===== config.mk =====
export PLATFORM = sky130hd
export DESIGN_NAME = wb_arbiter_n
export DESIGN_NICKNAME = d
export VERILOG_FILES = /design/src/rtl/lc3b_types.sv /design/src/rtl/wb_arbiter_n_picker.sv /design/src/rtl/wb_arbiter_n.sv
export SDC_FILE = /design/constraint.sdc
export NUM_CORES = 1
export LEC_CHECK = 0
export ABC_AREA = 1
export ABC_CLOCK_PERIOD_IN_PS = 1600
export CAP_MARGIN = 5
export CORE_AREA = 4 4 283 285
export DETAILED_ROUTE_END_ITERATION = 10
export DIE_AREA = 0 0 287 289
export MAX_ROUTING_LAYER = met4
export PLACE_DENSITY = 0.36
export RECOVER_POWER = 50
export SLEW_MARGIN = 20
export SYNTH_ARGS = -nofsm -noshare
export SYNTH_HDL_FRONTEND = slang
export SYNTH_HIERARCHICAL = 1
export SYNTH_SLANG_ARGS = --single-unit

===== constraint.sdc =====
create_clock -name clk -period 1.6 [get_ports clk]
set_clock_uncertainty 0.1 [all_clocks]
set_input_delay 0.32 -clock clk [delete_from_list [all_inputs] [get_ports clk]]
set_output_delay 0.32 -clock clk [all_outputs]
set_load 0.03 [all_outputs]

===== src/rtl/lc3b_types.sv =====
// Shared types and Wishbone port defaults for the LC-3b core and its bus blocks.
package lc3b_types;

  localparam int WB_ADDR_WIDTH = 12;
  localparam int WB_DATA_WIDTH = 128;

  typedef enum logic {ARB_IDLE, ARB_BUSY} arb_state_t;

  function automatic int idx_width(input int n);
    return (n > 1) ? $clog2(n) : 1;
  endfunction

endpackage


===== src/rtl/wb_arbiter_n_picker.sv =====
// Combinational winner selection: first requester at/after start (round-robin)
// or lowest requesting index (fixed priority, mode = 1).
module rr_priority_picker #(
  parameter int N  = 2,
  parameter int GW = 1
) (
  input  logic [N-1:0]  req,
  input  logic [GW-1:0] start,
  input  logic          mode,
  output logic [GW-1:0] winner,
  output logic          valid
);

  localparam int IW = GW + 1;

  always_comb begin
    logic [IW-1:0] idx;
    logic [GW-1:0] base;
    winner = '0;
    valid  = 1'b0;
    base   = mode ? '0 : start;
    idx    = '0;
    for (int k = 0; k < N; k++) begin
      idx = {1'b0, base} + IW'(k);
      if (idx >= IW'(N)) idx = idx - IW'(N);
      if (!valid && req[idx[GW-1:0]]) begin
        valid  = 1'b1;
        winner = idx[GW-1:0];
      end
    end
  end

endmodule


===== src/rtl/wb_arbiter_n.sv =====
// N-master single-beat Wishbone arbiter with optional slave-wait watchdog.
// ARB_IDLE | sample requests, register winner ; ARB_BUSY | forward owner to slave
module wb_arbiter_n
  import lc3b_types::*;
#(
  parameter int NUM_MASTERS   = 2,
  parameter int ADDR_WIDTH    = WB_ADDR_WIDTH,
  parameter int DATA_WIDTH    = WB_DATA_WIDTH,
  parameter int PRIORITY_MODE = 0,
  parameter int TIMEOUT       = 0,
  localparam int SW  = DATA_WIDTH / 8,
  localparam int GW  = idx_width(NUM_MASTERS),
  localparam int WCW = (TIMEOUT > 0) ? $clog2(TIMEOUT + 1) : 1
) (
  input  logic                              clk,
  input  logic                              rst,
  input  logic [NUM_MASTERS-1:0]            m_cyc,
  input  logic [NUM_MASTERS-1:0]            m_stb,
  input  logic [NUM_MASTERS-1:0]            m_we,
  input  logic [NUM_MASTERS*ADDR_WIDTH-1:0] m_adr,
  input  logic [NUM_MASTERS*DATA_WIDTH-1:0] m_dat_m,
  input  logic [NUM_MASTERS*SW-1:0]         m_sel,
  output logic [DATA_WIDTH-1:0]             m_dat_s,
  output logic [NUM_MASTERS-1:0]            m_ack,
  output logic [NUM_MASTERS-1:0]            m_err,
  output logic                              s_cyc,
  output logic                              s_stb,
  output logic                              s_we,
  output logic [ADDR_WIDTH-1:0]             s_adr,
  output logic [DATA_WIDTH-1:0]             s_dat_m,
  output logic [SW-1:0]                     s_sel,
  input  logic [DATA_WIDTH-1:0]             s_dat_s,
  input  logic                              s_ack,
  output logic [GW-1:0]                     grant
);

  arb_state_t state;
  logic [GW-1:0]         rr_ptr, pick_idx, grant_inc;
  logic                  pick_valid, busy, cyc_g, timeout_hit;
  logic [WCW-1:0]        wait_cnt;
  logic [NUM_MASTERS-1:0] req;
  logic [ADDR_WIDTH-1:0] adr_a [NUM_MASTERS];
  logic [DATA_WIDTH-1:0] dat_a [NUM_MASTERS];
  logic [SW-1:0]         sel_a [NUM_MASTERS];

  assign req = m_cyc & m_stb;

  for (genvar i = 0; i < NUM_MASTERS; i++) begin : g_unpack
    assign adr_a[i] = m_adr[i*ADDR_WIDTH +: ADDR_WIDTH];
    assign dat_a[i] = m_dat_m[i*DATA_WIDTH +: DATA_WIDTH];
    assign sel_a[i] = m_sel[i*SW +: SW];
  end

  rr_priority_picker #(.N(NUM_MASTERS), .GW(GW)) u_picker (
    .req    (req),
    .start  (rr_ptr),
    .mode   (PRIORITY_MODE != 0),
    .winner (pick_idx),
    .valid  (pick_valid)
  );

  assign busy        = (state == ARB_BUSY);
  assign cyc_g       = busy & m_cyc[grant];
  assign timeout_hit = (TIMEOUT != 0) && (wait_cnt == WCW'(TIMEOUT - 1));
  assign grant_inc   = (grant == GW'(NUM_MASTERS - 1)) ? '0 : grant + GW'(1);
  assign m_dat_s     = s_dat_s;

  // A dropped m_cyc hides the owner from the slave and swallows any late ack.
  always_comb begin
    m_ack   = '0;
    m_err   = '0;
    s_cyc   = 1'b0;
    s_stb   = 1'b0;
    s_we    = 1'b0;
    s_adr   = '0;
    s_dat_m = '0;
    s_sel   = '0;
    if (cyc_g) begin
      s_cyc        = m_stb[grant];
      s_stb        = m_stb[grant];
      s_we         = m_we[grant];
      s_adr        = adr_a[grant];
      s_dat_m      = dat_a[grant];
      s_sel        = sel_a[grant];
      m_ack[grant] = s_ack;
      m_err[grant] = ~s_ack & timeout_hit;
    end
  end

  always_ff @(posedge clk) begin
    if (rst) begin
      state    <= ARB_IDLE;
      grant    <= '0;
      rr_ptr   <= '0;
      wait_cnt <= '0;
    end else begin
      case (state)
        ARB_IDLE: begin
          if (pick_valid) begin
            state    <= ARB_BUSY;
            grant    <= pick_idx;
            wait_cnt <= '0;
          end
        end
        ARB_BUSY: begin
          if (!cyc_g) begin
            state <= ARB_IDLE;
          end else if (s_ack || timeout_hit) begin
            state <= ARB_IDLE;
            if (PRIORITY_MODE == 0) rr_ptr <= grant_inc;
          end else if (wait_cnt != '1) begin
            wait_cnt <= wait_cnt + WCW'(1);
          end
        end
        default: state <= ARB_IDLE;
      endcase
    end
  end

endmodule

# Yosys cells after proc, flatten, opt, wreduce, memory -nomap -nowiden
# Index checks and enable logic that the tools add are counted.
# classes
div_mod_pow,0
reduce_logical,5
n_shift,0
muxes,38
order_cmp,7
addsub,4
n_eq_ne,0
bitwise_logic,5
n_mul,0
# op_table
cell,count
$mux 128,4
$mux 16,4
$mux 12,4
$mux 1,23
$lt 1x2->1 const B,3
$and 2x2->2,2
$ge 2x2->1 const B,2
$reduce_and 3->1,1
$add 1x1->2 const B,1
$ge 1x2->1 const B,1
$logic_and 1x1->1,2
$mux 2,1
$not 1->2,1
$pmux 1 s2,1
$reduce_and 2->1,1
$sub 1x1->1 const B,2
$add 1x1->1 const B,1
$and 1x1->1,1
$demux 1 s1,1
$ge 1x1->1 const B,1
$logic_not 1->1,1
$not 1->1,1
# word_totals
n_memories,0
mem_bits_ro,0
latch_bits,0
regBits,3
ram_bits,0
elab_cells,62

# Longest topological paths before layout
# depth
ltp_word,10
depth_mapped,8
depth_no_buf,7

# By module
# Netlist, hierarchy kept.
# by_module_without_submodules
module,cells_each,seq_area_each_um2,area_each_um2,n_inst
wb_arbiter_n,687,60.1,3898.7,1
rr_priority_picker,5,0.0,22.5,1

# Least setup slack after synthesis
# Ideal clock, no wire load.
# synth_path
kind,reg-to-output
startpoint,register grant
endpoint,output port s_stb
arrival_ps,1878
path_slack_ps,-698
path_stages_with_launch,8
path_buffers,3
cell_sequence,dfxtp_1 -> buf_4 -> nand2_1 -> nand2_2 -> nand2_2 -> buf_6 -> a21oi_1 -> buf_4
# synth_via
elab_chain_cells,4
elab_cells_between_ends,6
cone_classes,5 x mux; 1 x bitwise
# synth_lines
element,line_no,source
start: declaration,wb_arbiter_n.sv:34,output logic [GW-1:0] grant
start signal: assignment,wb_arbiter_n.sv:101,grant <= pick_idx;
$mux 1 (implied by the code) (2 in series),wb_arbiter_n.sv:63,assign cyc_g = busy & m_cyc[grant];
$and 1x1->1,wb_arbiter_n.sv:63,
$mux 1 (*),--,
end: declaration,wb_arbiter_n.sv:27,"output logic s_stb,"
# Mark *: on every way between the ends. The rest lies on a longest branch, timed or not. The select of a mux whose other input is x is not followed.

# Worst setup path after layout
# layout_path
startpoint,register grant
endpoint,output port s_dat_m[87]
# layout_via
elab_chain_cells,5
elab_cells_between_ends,8
cone_classes,6 x mux; 2 x bitwise
# layout_lines
element,line_no,source
$not 1->2 (implied by the code),wb_arbiter_n.sv:83,s_dat_m = dat_a[grant];
$mux 128 (implied by the code) (3 in series),wb_arbiter_n.sv:83,
$mux 128 (*),wb_arbiter_n.sv:78,if (cyc_g) begin
end: declaration,wb_arbiter_n.sv:30,"output logic [DATA_WIDTH-1:0] s_dat_m,"
# Marked as above.

==> results.sh <==
export IMPL_synthCells=692
export IMPL_worstSetupPathType="reg -> out"
export IMPL_crit_fanout=17
export IMPL_worstSkewPairLatency_ps=230
export IMPL_slew_violations=0
export IMPL_grt_pass1_wl_mm=41.4
export IMPL_clk_pin_slew_worst_paths_ps=30
export IMPL_max_cap_viol_count=0
export IMPL_final_cells=2116
export IMPL_die_width_um=287
export IMPL_violations="negative setup slack"
export IMPL_avgSynthCellArea_um2=5.67
export IMPL_r2r_end="rr_ptr$_SDFFE_PP0P_"
export IMPL_start_util_pct=5.07
export IMPL_vias=6037
export IMPL_hpwl_mm=26.0
export IMPL_nets=1523
export IMPL_setup_viol=162
export IMPL_worst_slack_ps=-449
export IMPL_pwr_share_comb_pct=86.4
export IMPL_critPathRequiredTime_ps=1180
export IMPL_drtIter0Drc=117
export IMPL_multiInputGateArea_um2=3560
export IMPL_status="complete, but fails checks"
export IMPL_regArea_um2=63.8
export IMPL_min_period_over_period_pct=128
export IMPL_portBuffers=482
export IMPL_min_to="rr_ptr$_SDFFE_PP0P_"
export IMPL_wl_per_cell_um=15.8
export IMPL_r2r_setup_slack_ps=260
export IMPL_fp_dieH_um=289
export IMPL_intPower_uw=1970
export IMPL_grt_usage_pct=6.81
export IMPL_numPlacedInstances=2087
export IMPL_drtPass1Iterations=4
export IMPL_crit_chain="inv_6 > nand2_4 > nand2_4 > nand2_8 > buf_12 > buf_4 > a21oi_4 > buf_6"
export IMPL_routabilityCongestion=0.887
export IMPL_cellPowerDensity_nw_per_um2=326
export IMPL_worstPathArrival_ps=1630
export IMPL_total_power_uw=3640
export IMPL_hold_violations=0
export IMPL_critPathSlowestCell="dfxtp_4"
export IMPL_wl_mm=33.5
export IMPL_cts_root_buffer="clkbuf_16"
export IMPL_power_leakage_uw=0.00397
export IMPL_fillers=8928
export IMPL_ys_types=17
export IMPL_hold_depth=4
export IMPL_min_from="rr_ptr$_SDFFE_PP0P_"
export IMPL_rr_worst_depth=6
export IMPL_cpLargestDelayFamily="buffers and inverters"
export IMPL_postRouteAntennaNets=0
export IMPL_numCtsBuffers=3
export IMPL_cts_tree="built"
export IMPL_clockBufferDepth=2
export IMPL_p_sw_share_pct=45.8
export IMPL_path_buf_inv=4
export IMPL_ctsHoldBuffers=0
export IMPL_dieArea_um2=82900
export IMPL_yosysSeqAreaShare_pct=1.53
export IMPL_cts_sinks=3
export IMPL_r2r_start="grant$_SDFFE_PP0P_"
export IMPL_rows=102
export IMPL_cp_startpoint="grant$_SDFFE_PP0P_"
export IMPL_netlist_area_um2=3920
export IMPL_cp_end_kind="primary output"
export IMPL_hold_slack_ps=413
export IMPL_grt_max_degree=65
export IMPL_ys_warn_count=6
export IMPL_pwr_share_seq_pct=2.5
export IMPL_cpMostUsedCell="nand2_4"
export IMPL_vdd_ir_drop_max_uv=220
export IMPL_yosys_register_bits=3
export IMPL_drive_gt1_share_pct=39.2
export IMPL_h_tree_depth=1
export IMPL_io_pins=741
export IMPL_grt_pass1_vias=6505
export IMPL_drc=0
export IMPL_grt_ovfl_total=0
export IMPL_fmax_mhz=488
export IMPL_via_per_inst=2.85
export IMPL_area_growth_pct=184
export IMPL_hold_path_class="reg -> reg"
export IMPL_antenna_found_initial=3
export IMPL_cp_start_kind="register"
export IMPL_rsz0062_at_grt="yes"
export IMPL_clock_power_share_pct=11.1
export IMPL_core_area_um2=77300
export IMPL_power_switching_uw=1660
export IMPL_slowest_delay_ps=370
export IMPL_period_minus_slack_ps=2050
[layout make-up]
cell class / count / share of cell area [%]
Clock buffer: 4 / 0.707
Antenna cell: 3 / 0.0674
Sequential cell: 3 / 0.573
Multi-Input combinational cell: 498 / 31.9
Timing Repair Buffer: 558 / 54.7
Tap cell: 1040 / 11.7
Inverter: 10 / 0.382
[synth_stat cells, drive strengths merged]
| master | number | area (um^2) |
|---|---|---|
| buf | 173 | 1290 |
| clkbuf | 10 | 37.5 |
| nor2 | 2 | 7.51 |
| dfxtp | 3 | 60.1 |
| a21oi | 161 | 1220 |
| nand3 | 1 | 5.00 |
| or2 | 1 | 6.26 |
| o21ai | 1 | 5.00 |
| inv | 10 | 40.0 |
| conb | 1 | 3.75 |
| nand2 | 327 | 1230 |
| nand3b | 2 | 15.0 |
[worst register-to-register path, delay by kind of cell, from the launching register on]
kind | cells | cell delay (ps)
flip-flops | 1 | 390
AND/OR/NAND/NOR | 4 | 420
buffers and inverters | 2 | 310
[routing by layer]
layer | up-vias | GRT usage (%) | routed length [um]
met2 | 509 | 11.7 | 15000
met1 | 2691 | 7.18 | 13700
met3 | 18 | 3.31 | 4260
met4 | 0 | 1.27 | 501
met5 | - | - | 0
li1 | 2819 | - | -
[cell usage in the layout (no fill, tap or decap)]
| cell type | instances |
|---|---|
| nor2_1 | 1 |
| clkbuf_16 | 10 |
| dfxtp_4 | 1 |
| diode_2 | 3 |
| buf_16 | 3 |
| buf_6 | 98 |
| inv_6 | 1 |
| nand3b_1 | 2 |
| dlygate4sd2_1 | 2 |
| o21ai_0 | 1 |
| nand2_4 | 4 |
| clkbuf_1 | 1 |
| or2_1 | 1 |
| buf_12 | 40 |
| clkbuf_8 | 1 |
| dlymetal6s2s_1 | 1 |
| nand2_2 | 13 |
| dfxtp_1 | 2 |
| clkdlybuf4s50_1 | 317 |
| nand2_8 | 1 |
| buf_4 | 83 |
| nand2_1 | 309 |
| a21oi_1 | 3 |
| buf_8 | 6 |
| a21oi_4 | 104 |
| conb_1 | 3 |
| inv_1 | 9 |
| a21oi_2 | 54 |
| nor2_4 | 1 |
| nand3_4 | 1 |
[worst max-delay path by stage]
| stage | end | slack, ps | depth (start not counted) |
|---|---|---|---|
| after floorplan | s_dat_m[10] | -190 | 8 |
| after global placement | s_dat_m[74] | -800 | 9 |
| after detailed placement | s_dat_m[74] | -780 | 9 |
| after CTS | s_dat_m[96] | -480 | 8 |
| after global routing | s_dat_m[74] | -510 | 9 |
| final | s_dat_m[87] | -450 | 8 |
[power by group through the flow]
stage                     Sequential (uW)  Clock (uW)  Combinational, uW
final                                90.9         405               3140
after global placement               92.3           0               2740
after detailed placement             92.1           0               2750
after floorplan                      91.0           0               1880
after CTS                            92.3         411               2930
after global routing                 92.2         414               3360
[flip-flops by register name, indices dropped and copies added, names as in the netlist]
name / count
grant: 1
rr_ptr: 1
busy: 1
[repair_timing]
item	CTS	global route
gates resized for setup	129	56
cloned	1	11
setup endpoints to repair	162	162
setup buffers	3	8
pin swaps	4	2
[cell families (layout without fill, tap and decap cells)]
logic type | count (synthesis) | count (layout) | synth area share, %
DFF | 3 | 3 | 1.53
buffers and inverters | 193 | 572 | 34.8
and+or+nand+nor | 333 | 333 | 32.3
other | 1 | 6 | 0.0956
AOI/OAI and AO/OA | 162 | 162 | 31.3
[stage by stage]
stage	setup slack, ps	utilization (%)	area [um^2]	setup TNS, ps
3_3_place_gp	-805	12.9	9950	-102270
4_1_cts	-478	13.8	10600	-65600
2_1_floorplan	-193	-	4770	-25000
6_report	-449	14.4	11100	-58150
3_5_place_dp	-781	12.9	9950	-101670
5_1_grt	-509	14.4	11100	-69410
Power figures use the tool's default switching activity.
